==> src/rtl/alu_pkg.sv <==
// Shared definitions for the Y86 execute-stage ALU: operation encodings and default width.
package alu_pkg;

    localparam int ALU_WIDTH = 64;

    typedef enum logic [1:0] {
        ALU_ADD = 2'b00,
        ALU_SUB = 2'b01,
        ALU_AND = 2'b10,
        ALU_XOR = 2'b11
    } alu_op_e;

endpackage

==> src/rtl/alu_if.sv <==
// Operand/function-select bus into the ALU and registered result/overflow back out.
interface alu_if
    import alu_pkg::*;
#(
    parameter int WIDTH = ALU_WIDTH
);
    alu_op_e            sel;
    logic [WIDTH-1:0]   a;
    logic [WIDTH-1:0]   b;
    logic               cin;
    logic [WIDTH-1:0]   result;
    logic               overflow;

    modport master (
        output sel, a, b, cin,
        input  result, overflow
    );

    modport slave (
        input  sel, a, b, cin,
        output result, overflow
    );
endinterface

==> src/rtl/alu_adder.sv <==
// Combinational ripple-carry adder from per-bit full adders, with two's-complement overflow.
module alu_adder
    import alu_pkg::*;
#(
    parameter int WIDTH = ALU_WIDTH
) (
    input  logic [WIDTH-1:0] x,
    input  logic [WIDTH-1:0] y,
    input  logic             c0,
    output logic [WIDTH-1:0] sum,
    output logic             overflow
);
    // carry[gi] is the carry into bit gi; the carry out of the MSB is never needed.
    logic [WIDTH-1:0] carry;

    assign carry[0] = c0;

    generate
        for (genvar gi = 0; gi < WIDTH; gi++) begin : g_fa
            assign sum[gi] = x[gi] ^ y[gi] ^ carry[gi];
            if (gi < WIDTH - 1) begin : g_carry
                assign carry[gi+1] = (x[gi] & y[gi]) | (carry[gi] & (x[gi] ^ y[gi]));
            end
        end
    endgenerate

    assign overflow = (x[WIDTH-1] == y[WIDTH-1]) && (sum[WIDTH-1] != x[WIDTH-1]);
endmodule

==> src/rtl/alu.sv <==
// Y86 execute-stage ALU: add/sub/and/xor with a one-cycle registered result and overflow flag.
module alu
    import alu_pkg::*;
#(
    parameter int WIDTH = ALU_WIDTH
) (
    input  logic  clk,
    input  logic  rst_n,
    alu_if.slave  bus
);
    logic             is_sub;
    logic [WIDTH-1:0] add_y;
    logic             add_c0;
    logic [WIDTH-1:0] add_sum;
    logic             add_ovf;
    logic [WIDTH-1:0] result_d, result_q;
    logic             overflow_d, overflow_q;

    // SUB reuses the adder as a + ~b + 1, so cin only matters for ADD.
    assign is_sub = (bus.sel == ALU_SUB);
    assign add_y  = is_sub ? ~bus.b : bus.b;
    assign add_c0 = is_sub ? 1'b1 : bus.cin;

    alu_adder #(
        .WIDTH (WIDTH)
    ) u_adder (
        .x        (bus.a),
        .y        (add_y),
        .c0       (add_c0),
        .sum      (add_sum),
        .overflow (add_ovf)
    );

    always_comb begin
        result_d   = '0;
        overflow_d = 1'b0;
        case (bus.sel)
            ALU_ADD, ALU_SUB: begin
                result_d   = add_sum;
                overflow_d = add_ovf;
            end
            ALU_AND: result_d = bus.a & bus.b;
            ALU_XOR: result_d = bus.a ^ bus.b;
            default: begin
                result_d   = '0;
                overflow_d = 1'b0;
            end
        endcase
    end

    always_ff @(posedge clk) begin
        if (!rst_n) begin
            result_q   <= '0;
            overflow_q <= 1'b0;
        end else begin
            result_q   <= result_d;
            overflow_q <= overflow_d;
        end
    end

    assign bus.result   = result_q;
    assign bus.overflow = overflow_q;
endmodule

==> src/flat_wrapper.sv <==
// flat-port wrapper written by rule: the top's interface ports become plain ports
module alu_flat import alu_pkg::*;
#(
    parameter int WIDTH = ALU_WIDTH
)
  (clk, rst_n, bus_sel, bus_a, bus_b, bus_cin, bus_result, bus_overflow);
  alu_if #(.WIDTH(WIDTH)) bus_i ();
  input  logic clk;
  input  logic rst_n;
  input wire logic [$bits(bus_i.sel)-1:0] bus_sel;
  input wire logic [$bits(bus_i.a)-1:0] bus_a;
  input wire logic [$bits(bus_i.b)-1:0] bus_b;
  input wire logic [$bits(bus_i.cin)-1:0] bus_cin;
  output wire logic [$bits(bus_i.result)-1:0] bus_result;
  output wire logic [$bits(bus_i.overflow)-1:0] bus_overflow;
  assign bus_i.sel = bus_sel;
  assign bus_i.a = bus_a;
  assign bus_i.b = bus_b;
  assign bus_i.cin = bus_cin;
  assign bus_result = bus_i.result;
  assign bus_overflow = bus_i.overflow;
  alu #(.WIDTH(WIDTH)) u_core (.clk(clk), .rst_n(rst_n), .bus(bus_i));
endmodule
==> config.mk <==
export PLATFORM = sky130hd
export DESIGN_NAME = alu_flat
export DESIGN_NICKNAME = d
export VERILOG_FILES = /design/src/rtl/alu_pkg.sv /design/src/rtl/alu_if.sv /design/src/rtl/alu_adder.sv /design/src/rtl/alu.sv /design/src/flat_wrapper.sv
export SDC_FILE = /design/constraint.sdc
export NUM_CORES = 1
export LEC_CHECK = 0
export CORE_MARGIN = 2
export CORE_UTILIZATION = 45
export DETAILED_ROUTE_END_ITERATION = 12
export PLACE_DENSITY_LB_ADDON = 0.1
export REMOVE_ABC_BUFFERS = 1
export SYNTH_ARGS = -nofsm -noshare
export SYNTH_HDL_FRONTEND = slang
export SYNTH_SLANG_ARGS = --single-unit
==> constraint.sdc <==
create_clock -name clk -period 38.2 [get_ports clk]
set_clock_uncertainty 0.15 [all_clocks]
set_input_delay 5.73 -clock clk [delete_from_list [all_inputs] [get_ports clk]]
set_output_delay 5.73 -clock clk [all_outputs]
set_load 0.03 [all_outputs]
# After elaboration in Yosys (flattened, before gate mapping)
# Index checks and enable logic that the tools add are counted.
# totals
reg_bits	65
# classes
bitwise_logic	320
n_reduce_logical	4
n_eq_ne	5
mux	3
# ops
op	count
case mux 64 bit (3 select lines)	1
XOR 1 bit	128
AND 1 bit	126
AND 64 bit	1
2-to-1 mux 64 bit	1
inverter 64 bit	1
XOR 64 bit	1
OR 1 bit	63
equality test 2 bit (second input constant)	2
equality test 2 x 1 -> 1 bit (second input constant)	1
logical NOT 2 bit	1
AND reduction 2 bit	1
OR reduction 2 bit	1
equality test 1 bit	1
logical AND 1 bit	1
2-to-1 mux 1 bit	1
inequality test 1 bit	1

# Logic depth before layout (Yosys ltp)
# depth
ltp_word	132
ltp_mapped	73
mapped_depth_nobuf	70

# Modules after synthesis
# Synthesis repeated with hierarchy kept, for this count alone.
# unflattened
cells_unflattened	497
hier_area_um2	5544.1
# by_module_without_submodules
module	area_each_um2	cells_per_inst	seq_area_each_um2	n_inst
alu	4230.3	424	1301.2	1
alu_adder	1313.8	73	0.0	1

# Least setup slack after synthesis
# No wires, ideal clock.
# synth_path
kind	input-to-reg
startpoint	input port bus_sel[0]
endpoint	register u_core.result_q[63], in the netlist u_core.bus.result[63]
n_path_buf	3
stages	73
arrival_time_ns	30.636
setup_slack_ns	7.298
path_cell_list	buf_6 nor2b_1 buf_4 buf_4 nor2_1 fa_1 fa_1 fa_1 fa_1 fa_1 fa_1 fa_1 fa_1 fa_1 fa_1 fa_1 fa_1 fa_1 [... 37 more ...] fa_1 fa_1 fa_1 fa_1 fa_1 fa_1 fa_1 fa_1 fa_1 fa_1 fa_1 inv_1 fa_1 inv_1 fa_1 xor2_1 xnor2_1 o211a_1
# synth_between
elab_chain_len	131
# synth_rtl
element	line	source
start, declared	flat_wrapper.sv:10	input wire logic [$bits(bus_i.sel)-1:0] bus_sel;
equality test 2 x 1 -> 1 bit	alu.sv:20, alu.sv:37	
2-to-1 mux 64 bit	alu.sv:21	assign add_y = is_sub ? ~bus.b : bus.b;
XOR 1 bit	alu_adder.sv:22	assign carry[gi+1] = (x[gi] & y[gi]) | (carry[gi] & (x[gi] ^ y[gi]));
AND 1 bit	alu_adder.sv:22	
OR 1 bit	alu_adder.sv:22	
AND 1 bit	alu_adder.sv:22	
OR 1 bit	alu_adder.sv:22	
AND 1 bit	alu_adder.sv:22	
[... 115 more ...]	n/a	
AND 1 bit	alu_adder.sv:22	
OR 1 bit	alu_adder.sv:22	
AND 1 bit	alu_adder.sv:22	
OR 1 bit	alu_adder.sv:22	
AND 1 bit	alu_adder.sv:22	
OR 1 bit	alu_adder.sv:22	
XOR 1 bit	alu_adder.sv:20	assign sum[gi] = x[gi] ^ y[gi] ^ carry[gi];
case mux 64 bit (3 select lines) *	alu.sv:37	case (bus.sel)
end signal, assigned	alu.sv:56	result_q <= result_d;
end, declared	alu.sv:16	logic [WIDTH-1:0] result_d, result_q;
# Every way passes the cells marked *; elsewhere a longest branch is shown, timed or not.
# A chain may end at the register's enable or synchronous reset.

# Final worst setup path
# layout_path
startpoint	input port bus_sel[1]
endpoint	register u_core.result_q[63], in the netlist u_core.bus.result[63]
# The elaborated chain is that of the path after synthesis.

==> metrics.md <==
| Metric | Value |
|---|---|
| CORE AREA | 13200 sq um |
| Post-CTS sizing | 0 |
| Setup TNS | 0 ps |
| Post-synth ARST share | 0% |
| Worst-Margin Slew | 1010 ps |
| Total track usage | a little over a fifth |
| CTS Buf Count | 9 |
| Global-route wire length before repair | 24400 um |
| Number of global-route vias before repair | slightly above 5000 |
| Area of the multi-input gates | 4360 sq um |
| Setup-failing EPs final | 0 |
| Final nets | about 1100 |
| Max-Slew Margin vs Limit | 32.7% |
| TritonCTS clock tree | built |
| 1st-iter DRT viols | 161 |
| Count leader, synth | dfxtp_1 |
| Critical Path Sink | u_core.bus.result[63] |
| Most used cell, CP | fa_1 |
| Fin cells | just under 1000 |
| Peak VDD IR | between 0.000015 and 0.00002 V |
| RSZ-0062 raised after global routing | false |
| Max cap viols | 0 |
| Total grt overflow | 0 |
| Top post-synthesis cells by area | dfxtp_1 (21%), fa_1 (21%), ha_1 (13%), mux2_2 (11%), xnor2_1 (9.1%) |
| Status | finished, final reports clean |
| H-tree Lvls | 3 |
| Quantity of hold-fixing buffers added after cts | 0 |
| Fillers | about 1200 |
| Total wire length | 14900 um |
| Die height | ~120 um |
| Critical Path Sink Type | flop |
| RePlAce Congestion | 0.801 |
| Slew Limit Fails | 0 |
| Register area | 1300 sq um |
| Fmax | 0.0315 GHz |
| DR vias | 4730 |
| # Post-CTS Setup Buffers | 0 |
| Cell Rows | 42 |
| Tightest hold margin | around 5800 ps |
| Ratio of cells with drive above 1 in the final layout | 10.3% |
| Largest net degree at the start of global routing | 87 |
| DR WL/cell | 15.3 um |
| Worst hold path class | in -> reg |
| Crit start category | primary input |
| DP HPWL | 11000 um |
| Post-Syn Area per Cell | 9.86 sq um |
| Total die area | 14500 sq um |
| Final critical-path required period | 31760 ps |
| Starting Density | 45.9% |
| Final Hold Vio Count | 0 |
| Vias/cell | 4.86 |
| Cell Area, Synth | 6080 sq um |
| Slowest stage delay, CP | 460 ps |
| Synth Instances | a little over 600 |
| Port bufs | 197 |
| DRC Markers | 0 |
| Antenna violations before repair | 0 |
| #FFs+latches synth | 65 |
| I/O pin count | 198 |
| Slowest stage cell, crit path | buf_4 |
| ANT cells | 0 |
| Crit path max fanout | 45 |
| Commonest cells post-synth | dfxtp_1 (65), ha_1 (64), inv_1 (64) |
| Post-synth top flop | dfxtp_1 |
| Placed instance count | 959 |
| CTS sink count | 65 |
| Design area | 8380 sq um |
| Sequential share of the synthesized area | 21.4% |
| Pre-antenna DRT Iters | 4 |
| Yosys top cell by area | dfxtp_1 |
| DP Area | 8120 sq um |
| Final worst-path cycle share | 83.1% |
| Crit path DAT | 31840 ps |
| Static Leak | roughly 3.5 nW |
| DRT antenna net count | 0 |
| Warnings from Yosys | 0 |
| Clock buffer depth | 2 |
| Clk slew on worst S/H paths | 50 ps |
| Pwr dens | approximately 33 nW/um^2 |
| Post-synth cell types | 22 |
| Die Wd | about 120 um |
| Post-synth EDFFs | 0 |
| CP startpoint | bus_sel[1] |
| Yosys top cell area share | around a fifth |
| Syn-to-layout area delta | 37.8% |
| CTS root buffer | clkbuf_16 |
| Setup CP Type | in -> reg |
| Worst Path Required | approximately 38000 ps |
==> cells by family after synthesis <==
logic type,synth area share [%]
and+or+nand+nor,10.8
buffers and inverters,6.95
adders and majority gates,33.9
xor gates and xnor gates,9.63
DFF,21.4
muxes,11.8
AOI/OAI and AO/OA,5.51
==> registers in the layout, summed over array words and instances, names as in the netlist <==
register / flops
u_core.bus.overflow: 1
u_core.bus.result: 64
==> routing by layer <==
| metal | vias to the layer above | GRT usage (%) | wire length [um] |
|---|---|---|---|
| li1 | 2322 | - | - |
| met1 | 2243 | 26.5 | 6480 |
| met2 | 144 | 36.9 | 7160 |
| met3 | 21 | 4.91 | 942 |
| met4 | 0 | 7.70 | 284 |
| met5 | - | 0 | 0 |
==> worst min path at each step <==
stage,start,endpoint,slack (ps),depth (start not counted)
4_1_cts,bus_sel[1],u_core.bus.result[61],5780,3
2_1_floorplan,rst_n,u_core.bus.result[0],5710,1
6_report,bus_sel[1],u_core.bus.result[61],5790,3
3_5_place_dp,bus_sel[1],u_core.bus.result[61],6130,3
5_1_grt,bus_sel[1],u_core.bus.result[61],5800,3
3_3_place_gp,bus_sel[1],u_core.bus.result[61],6110,3
==> cells in the final DEF, fill, tap and decap left out <==
cell and instances:
nand3_1 1, mux2i_1 2, buf_2 1, nand2_1 2
nand2b_1 1, mux2_2 62, ha_1 64, nor2_1 63
fa_1 63, xor2_1 2, xor2_2 1, clkdlybuf4s50_1 194
buf_4 6, o211a_1 2, dfxtp_1 65, nor2b_4 1
clkbuf_1 3, xnor2_1 63, a21oi_1 63, clkbuf_8 2
inv_1 64, nor2b_1 62, or3_1 1, clkbuf_16 9
==> through the flow <==
step                      total power [mW]  utilization [%]  worst slack (ps)
after floorplan                      0.152                -              3470
after global placement               0.198             61.3              6520
after detailed placement             0.202             61.3              6070
after CTS                            0.281             63.3              6340
after global routing                 0.296             63.3              5560
final                                0.277             63.3              6440
==> where the power goes <==
part	switching (mW)	leakage (nW)	total, mW	internal [mW]
Combinational	0.0617	2.85	0.122	0.0600
Clock	0.0299	0.129	0.0767	0.0468
Sequential	0.00230	0.539	0.0786	0.0763
Total	0.0939	3.52	0.277	0.183
==> cell type report <==
| class | instances | area share (%) |
|---|---|---|
| clock buffer | 14 | 3.15 |
| timing repair buffer | 201 | 23.8 |
| multi-input combinational | 453 | 52.1 |
| inverter | 64 | 2.87 |
| sequential | 65 | 15.5 |
| tap | 176 | 2.63 |
==> worst max-delay path, delay by kind of cell <==
| family | cells | cell delay, ps |
|---|---|---|
| and+or+nand+nor | 1 | 210 |
| adders and majority gates | 62 | 24320 |
| AOI/OAI and AO/OA | 1 | 200 |
| xor gates and xnor gates | 3 | 480 |
| buffers and inverters | 4 | 850 |
Power figures use the tool's default switching activity.
==> edit 1, RTL diff (same settings) <==
Change the package constant `ALU_WIDTH` from 64 to 128.
--- a/src/rtl/alu_pkg.sv
+++ b/src/rtl/alu_pkg.sv
@@ -1,7 +1,7 @@
 // Shared definitions for the Y86 execute-stage ALU: operation encodings and default width.
 package alu_pkg;
 
-    localparam int ALU_WIDTH = 64;
+    localparam int ALU_WIDTH = 128;
 
     typedef enum logic [1:0] {
         ALU_ADD = 2'b00,
Ports: changed (resized bus_a, bus_b and bus_result); port bits go from 198 to 390. The function was not compared with the original's and may differ.
==> edit 1 against the original RTL <==
  * Power up 110%
  * Sequential cell count up 64
  * Setup slack worse by 19000 ps
  * Wire length up 120%
  * Design area up 110%
  * Largest cell class unchanged
  * Largest power group unchanged
  * Synthesized area up 99%
  * Die area up 95%
  * The run now ends with setup timing left
==> edit 1: results (changes against the original RTL) <==
CTS Buf Count 17 (was 9); H-tree Lvls 4 (was 3); CP peak stage delay 370 ps (was 460 ps); dpl ws -19,150 ps (was 6070 ps); Peak supply drop 0.0268 mV (was 0.0194 mV); Least-Margin Pin Slew 1090 ps (was 1010 ps); # fillers 2,197 (was 1,169); CP max FO 3 (was 45); setup total negative slack -262,250 ps (was 0 ps); WL met1 13.5 mm (was 6.48 mm); vias in the first global route 10,100 (was 5,047); Area growth syn-to-layout 44.5% (was 37.8%); Nets 2,140 (was 1,054); Avg WL per Cell 16.7 µm (was 15.3 µm); met2 WL 15.9 mm (was 7.16 mm); Post-DP HPWL 25.0 mm (was 11.0 mm); status finished, violations left (was complete, no violations); max reg flops 128 (was 64); failing checks setup timing; Leak Pwr 7.15 nW (was 3.52 nW); dpl cell area 0.0165 mm² (was 0.00812 mm²); # setup viols final 39 (was 0); layout cell share with drive strength beyond 1 22.0% (was 10.3%); met2 GRT Util 40.1% (was 36.9%); syn_area_per_cell 9.85 µm² (was 9.86 µm²); # port buffers 389 (was 197); synth top area cells dfxtp_1 (21%), fa_1 (21%), ha_1 (13%) (unchanged); met1 usage 27.9% (was 26.5%); setup ws final -12,640 ps (was 6440 ps); CP max-delay cell fa_2 (was buf_4); DRT Wirelength 33.1 mm (was 14.9 mm); WL met3 2.93 mm (was 942 µm); global-route usage over all layers 23.7% (was 21.5%); synth cell count leaders dfxtp_1 (129), ha_1 (128), inv_1 (128) (was dfxtp_1 (65), ha_1 (64), inv_1 (64)); initial DRC count 282 (was 161); DR vias/cell 4.88 (was 4.86); initial antenna violation count 9 (was 0); gp weighted congestion 0.812 (was 0.801); worst path arrival time 51,000 ps (was 31,840 ps); register area share after synthesis 21.3% (was 21.4%)
==> edit 1: changes by cell type in the layout (fill, tap and decap cells not counted), moves of 52 or more <==
cell,unedited run,this run
fa_2,0,126
mux2_2,62,126
a21oi_1,63,121
xnor2_1,63,126
nor2b_1,62,126
nor2_1,63,121
dfxtp_1,65,129
buf_4,6,58
inv_1,64,126
clkdlybuf4s50_1,194,383
fa_1,63,1
ha_1,64,128
==> edit 1: worst max-delay path: cells and delay by family <==
kind,cells,cell delay [ps]
AO/OA/AOI/OAI,1,200
XOR/XNOR,3,360
adder cells (fa/ha/maj),127,44170
buffers and inverters,3,200
AND/OR/NAND/NOR,1,270
==> edit 1: area by class of cell <==
class / instances / area share (%)
Multi-Input combinational cell: 901 / 51.7
Timing Repair Buffer: 447 / 24.8
Sequential cell: 129 / 14.8
Inverter: 128 / 2.75
Clock buffer: 22 / 2.65
Tap cell: 341 / 2.44
Clock inverter: 10 / 0.765
Antenna cell: 8 / 0.114
==> edit 1: kinds of logic (layout without fill, tap and decap cells) <==
group           Yosys count  in the layout  synth area share, %
simple gates            259            259                 10.7
fa+ha+maj               255            255                 34.2
buf+inv                 199            607                 6.95
xor+xnor                130            130                 9.47
compound gates          129            129                 5.42
flops                   129            129                 21.3
mux                     128            128                 11.9
other cells               0              8                    0
==> edit 1: final timing paths <==
path | startpoint | endpoint | slack (ps) | depth (start not counted)
max | bus_sel[1] | u_core.bus.result[127] | -12640 | 135
min | rst_n | u_core.bus.result[127] | 5680 | 2
==> edit 1: where the power goes <==
part | total (mW) | switching, mW | internal (mW)
Sequential | 0.156 | 0.00457 | 0.151
Clock | 0.173 | 0.0669 | 0.106
Combinational | 0.258 | 0.129 | 0.129
Total | 0.587 | 0.201 | 0.386
==> edit 2, RTL diff (config.mk and constraints unchanged) <==
Without the edit above. Take the reset off `result_q` and load it in a clocked block of its own.
--- a/src/rtl/alu.sv
+++ b/src/rtl/alu.sv
@@ -50,12 +50,14 @@
 
     always_ff @(posedge clk) begin
         if (!rst_n) begin
-            result_q   <= '0;
             overflow_q <= 1'b0;
         end else begin
-            result_q   <= result_d;
             overflow_q <= overflow_d;
         end
+    end
+
+    always_ff @(posedge clk) begin
+        result_q <= result_d;
     end
 
     assign bus.result   = result_q;
Function: changed (Yosys sat finds a counterexample within 4 cycles, from zero or initial values and one cycle with rst_n low).
==> edit 2 against the original RTL <==
  * Via count down 16%
  * Power is 11% higher
  * Clock power shrank 2%
  * Critical path type unchanged
  * Setup slack got worse by 840 ps
  * Design area decreased by 4.9%
  * Core utilization increased by 0.12 points
  * Largest cell class unchanged
  * Wire length fell by 14%
  * Synthesized area down 4.8%
  * Sequential cell count is the same
==> edit 2: results (changes against the original RTL) <==
placed cell count 830 (was 959); global-route usage over all layers 20.1% (was 21.5%); synth top area cells dfxtp_1 (22%), fa_1 (22%), mux2i_1 (22%) (was dfxtp_1 (21%), fa_1 (21%), ha_1 (13%)); Avg WL per Cell 15.1 µm (was 15.3 µm); worst path arrival time 32,710 ps (was 31,840 ps); dpl cell area 0.00771 mm² (was 0.00812 mm²); comb_multi_in 329 (was 453); Area growth syn-to-layout 37.6% (was 37.8%); Nets 929 (was 1,054); DRT Wirelength 12.8 mm (was 14.9 mm); number of distinct library cells after synthesis 21 (was 22); FFs & Latches 65 (unchanged); CP max FO 31 (was 45); Switching Share 35.1% (was 33.9%); largest net degree at the start of global routing 45 (was 87); Clock group 0.0753 mW (was 0.0767 mW); status complete, no violations (unchanged); # fillers 1,051 (was 1,169); Leak Pwr 3.64 nW (was 3.52 nW); dpl ws 5220 ps (was 6070 ps); Clock-cell share 3.31% (was 3.15%); Hold EP u_core.bus.result[2] (was u_core.bus.result[61]); Peak supply drop 0.0203 mV (was 0.0194 mV); Worst Setup SP bus_sel[0] (was bus_sel[1]); CP max-delay cell nor2b_4 (was buf_4); Post-DP HPWL 10.0 mm (was 11.0 mm); Least-Margin Pin Slew 1090 ps (was 1010 ps); hold slack 5760 ps (was 5790 ps); layout cell share with drive strength beyond 1 2.68% (was 10.3%)
## edit 2: changes by cell type after synthesis, moves of 3 or more
cell | before | now
a21oi_1 | 63 | 2
buf_12 | 0 | 6
clkbuf_1 | 15 | 0
nor2_1 | 63 | 2
mux2_2 | 62 | 1
buf_4 | 7 | 3
mux2i_1 | 2 | 125
buf_2 | 8 | 4
buf_8 | 0 | 7
buf_1 | 3 | 0
nor2b_1 | 63 | 0
## edit 2: routing by layer
layer	part of all wire, %	vias up	track usage, %
li1	-	1942	-
met1	42	1885	23.9
met2	50	120	34.7
met3	5.8	19	5.09
met4	2.2	0	7.83
met5	0	-	0
## edit 2: logic make-up after synthesis
kind of cell / count (synthesis) / synth area share [%]
compound gates: 3 / 0.259
simple gates: 7 / 0.734
fa+ha+maj: 127 / 35.6
mux: 126 / 21.8
buf+inv: 86 / 9.16
xor+xnor: 66 / 9.98
flops: 65 / 22.5
